==> config.mk <==
export PLATFORM = sky130hd
export DESIGN_NAME = contador_bcd4
export DESIGN_NICKNAME = d
export VERILOG_FILES = /design/src/rtl/contador_bcd4.sv
export SDC_FILE = /design/constraint.sdc
export NUM_CORES = 1
export LEC_CHECK = 0
export ABC_AREA = 1
export BUFFER_PORTS_ARGS = -buffer_cell sky130_fd_sc_hd__buf_2
export CORE_ASPECT_RATIO = 0.7
export CORE_MARGIN = 2
export CORE_UTILIZATION = 35
export CTS_BUF_LIST = sky130_fd_sc_hd__clkbuf_4
export DETAILED_ROUTE_END_ITERATION = 8
export RECOVER_POWER = 100
export SLEW_MARGIN = 20
export SYNTH_ARGS = -nofsm -noshare
export SYNTH_HDL_FRONTEND = slang
export SYNTH_SLANG_ARGS = --single-unit
==> constraint.sdc <==
create_clock -name clk -period 1.5 [get_ports clk]
set_input_delay 0.3 -clock clk [delete_from_list [all_inputs] [get_ports clk]]
set_output_delay 0.3 -clock clk [all_outputs]
set_load 0.02 [all_outputs]
==> src/rtl/contador_bcd4.sv <==
// contador_bcd4: four-digit BCD up/down counter with tick prescaler and synchronized panel inputs
module contador_bcd4 #(
    parameter int CLK_HZ  = 50_000_000,
    parameter int TICK_HZ = 10
) (
    input  logic       clk,
    input  logic       rst_n,
    input  logic       en,
    input  logic       up,
    input  logic       clr,
    input  logic       step,
    output logic [3:0] z0,
    output logic [3:0] z1,
    output logic [3:0] z2,
    output logic [3:0] z3,
    output logic       tick,
    output logic       carry
);
    localparam int DIV = CLK_HZ / TICK_HZ;
    localparam int PW = $clog2(DIV);
    localparam logic [PW-1:0] LAST = PW'(DIV - 1);

    logic [3:0] s1, s2, s3;
    logic en_s, up_s, clr_p, step_p, adv, rip, wrap;
    logic [PW-1:0] pre;
    logic [3:0][3:0] d, dn;

    assign en_s   = s2[0];
    assign up_s   = s2[1];
    assign clr_p  = s2[2] & ~s3[2];
    assign step_p = s2[3] & ~s3[3];
    assign adv    = (tick & en_s) | (step_p & ~en_s);
    assign {z3, z2, z1, z0} = d;

    // two-flop synchronizer plus history flop for {step, clr, up, en}
    always_ff @(posedge clk or negedge rst_n) begin
        if (!rst_n) begin
            s1 <= '0;
            s2 <= '0;
            s3 <= '0;
        end else begin
            s1 <= {step, clr, up, en};
            s2 <= s1;
            s3 <= s2;
        end
    end

    // prescaler wraps every DIV cycles; a clear restarts it and swallows that cycle's tick
    always_ff @(posedge clk or negedge rst_n) begin
        if (!rst_n) begin
            pre  <= '0;
            tick <= 1'b0;
        end else if (clr_p) begin
            pre  <= '0;
            tick <= 1'b0;
        end else begin
            pre  <= (pre == LAST) ? '0 : pre + 1'b1;
            tick <= (pre == LAST);
        end
    end

    // mod-10 digits chained by carry/borrow; rip survives to the end only on a full wrap
    always_comb begin
        rip = adv;
        dn  = d;
        for (int i = 0; i < 4; i++) begin
            dn[i] = rip ? (up_s ? ((d[i] == 4'd9) ? 4'd0 : d[i] + 4'd1)
                                : ((d[i] == 4'd0) ? 4'd9 : d[i] - 4'd1)) : d[i];
            rip = rip & (up_s ? (d[i] == 4'd9) : (d[i] == 4'd0));
        end
        wrap = rip;
    end

    // count register: clear beats advance, and a clear never raises carry
    always_ff @(posedge clk or negedge rst_n) begin
        if (!rst_n) begin
            d     <= '0;
            carry <= 1'b0;
        end else if (clr_p) begin
            d     <= '0;
            carry <= 1'b0;
        end else begin
            d     <= dn;
            carry <= wrap;
        end
    end
endmodule

==> flow_summary.json <==
{
  "grt_pass1_vias": 2690,
  "place_area_um2": 3590,
  "cp_slowest_stage_delay_ps": 450,
  "multi_input_area_um2": 1800,
  "die_x_um": 117,
  "cp_slowest_cell": "dfrtp_2",
  "start_util_pct": 36.5,
  "io_buffers": 23,
  "n_antenna_cell": 0,
  "relSlewSlack_pct": 54.3,
  "crit_chain": "buf_6 > buf_4 > buf_6",
  "power_per_cell_area_nw_per_um2": 839,
  "drv_cap": 0,
  "clock_sinks": 51,
  "end_kind": "primary output",
  "grt_overflow": 0,
  "dr.first_iter.drc_count": 217,
  "fmax_mhz": 649,
  "synth_warnings": 0,
  "fp.dieH_um": 83.0,
  "dr.pass1.iters": 4,
  "period_minus_slack_ps": 1540,
  "drc_errors": 0,
  "wl_per_cell_um": 12.2,
  "violations": "setup timing",
  "synth_edf_count": 0,
  "postSynthCellCount": 437,
  "cts_root_buf": "clkbuf_4",
  "yosys.area.top_type": "dfrtp_1",
  "cp_data_required_time_ps": 1200,
  "clock_skew_ps": 15.2,
  "tritoncts": "done",
  "fin_crit_sh_pct": 103,
  "numCtsBuffers": 5,
  "avgSynthCellArea_um2": 7.14,
  "hold_violations": 0,
  "core_um2": 8550,
  "hold-worst-slack_ps": 371,
  "status": "complete, but fails checks",
  "grt_pass1_wl_um": 12900,
  "drive_gt1_share_pct": 28.2,
  "synth_top_area_share_pct": 40.9,
  "worstSetupEndpoint": "z0[0]",
  "final_cell_mix": "nand2_1, nor2_1, nand3_1",
  "r2r_end": "z1[0]",
  "crit_start": "z0[0]",
  "r2r_slack_ps": -40,
  "worstPathArrival_ps": 1240,
  "antenna_found_initial": 0,
  "fin_ws_ps": -41.3,
  "worstMarginPinSlew_ps": 685,
  "hp-class": "reg2reg",
  "vias_per_cell": 4.72,
  "grt_start_max_net_pins": 52,
  "peakVddDrop_mv": 0.533,
  "p_leak_nw": 1.93,
  "cp_max_fo": 4,
  "synth_area_um2": 3120,
  "grt_usage_pct": 16.6,
  "ioPinCount": 24,
  "design.die.area_um2": 9700,
  "clock_latency_ps": 400,
  "ant_nets": 0,
  "final_area_um2": 4050,
  "rsz0062_at_grt": "yes",
  "layout_commonest_cell": "nand2_1",
  "clockBufferDepth": 2,
  "synthFlopType": "dfrtp_1",
  "fill_cells": 860,
  "rows": 28,
  "synthArstFlopShare_pct": 100,
  "seqCellArea_um2": 1290,
  "finalNetCount": 528,
  "worstSetupStartpointType": "register",
  "ys_seq_area_share_pct": 40.9,
  "dp_slack_ps": -109,
  "wl_um": 7680,
  "r2r_cells": 11,
  "vias": 2979,
  "r2r_start": "z0[1]",
  "fin_util_pct": 47.4,
  "areaGrowthSynthToFinish_pct": 29.7,
  "synth.ff_latch_count": 51,
  "setup_viol": 7,
  "critPathKind": "reg2out",
  "synth_area_leaders": "dfrtp_1, nand2_1, nor2_1",
  "finalMaxSlewViolations": 0,
  "htreeDepth": 2,
  "ys_types": 31,
  "clkTransAtPathRegs_ps": 170,
  "gp_congestion": 0.929,
  "path_common_cell": "buf_6",
  "syn_nets": 455,
  "hpwlAfterDp_um": 5520
}
per-layer routing:
metal  vias up  track usage, %  wire, µm
li1       1525               -         -
met1      1375            26.6      3920
met2        74            22.6      3180
met3         5            3.43       519
met4         0            3.53        61
met5         -               0         0
state kept, by name, summed over array words and instances (netlist names):
name,flops
z2,4
s1,4
z0,4
s2,4
s3,2
z1,4
carry,1
pre,23
tick,1
z3,4
cells by family (layout without fill, tap and decap cells):
kind of cell,count (synthesis),count (layout),synth area share (%)
buffers and inverters,59,133,7.54
and+or+nand+nor,277,277,38.2
DFF,51,51,40.9
xor gates and xnor gates,16,16,4.49
adders and majority gates,12,12,4.81
AOI/OAI and AO/OA,22,22,4.09
worst min-delay path by stage:
| stage | cells past startpoint | startpoint | slack [ps] | to |
|---|---|---|---|---|
| floorplan | 0 | rst_n | 4 | carry |
| global placement | 2 | rst_n | 310 | z0[1] |
| detailed placement | 2 | rst_n | 310 | s1[1] |
| CTS | 3 | rst_n | 380 | s1[1] |
| global route | 0 | s1[1] | 390 | s2[1] |
| finish | 0 | s1[3] | 370 | s2[3] |
synthesized netlist by cell type (3+ instances only):
master,count
a21oi_1,3
buf_2,4
dfrtp_1,51
ha_1,12
inv_1,49
nand2_1,123
nand2_2,9
nand3_1,47
nand4_1,9
nor2_1,74
nor2_2,6
nor3_1,4
o21ai_0,11
xnor2_1,5
xor2_1,11
worst max-delay path, delay by kind of cell, from the launching register on:
| family | cells | cell delay [ps] |
|---|---|---|
| buf+inv | 3 | 390 |
| flops | 1 | 450 |
through the flow:
step	cells	TNS [ps]	total power [mW]
2_1_floorplan	437	0	2.15
3_3_place_gp	602	-66.7	2.47
3_5_place_dp	602	-645	2.48
4_1_cts	623	-1110	3.28
5_1_grt	631	-2470	3.64
6_report	631	-169	3.40
area by class of cell:
cell class	count	share of cell area (%)
clock buffers	5	0.927
clock inverters	3	0.711
inverters	51	4.85
multi-input cells	327	44.4
flip-flops and latches	51	31.9
well taps	120	3.71
repair buffers	74	13.5
report_power, final:
group          switching [mW]  internal (mW)  leakage, nW
combinational           0.604          0.455         1.23
clock                   0.510          0.208       0.0381
sequential              0.138           1.49        0.656
total                    1.25           2.15         1.93
timing repair:
item                       in CTS  in global routing
gates resized for setup        14                 69
pin swaps                       9                 19
setup buffers                   8                  8
setup endpoints to repair      15                 40
hold buffers                    5                  0
hold endpoints to repair       55                  0
(Power assumes the default switching activity.)
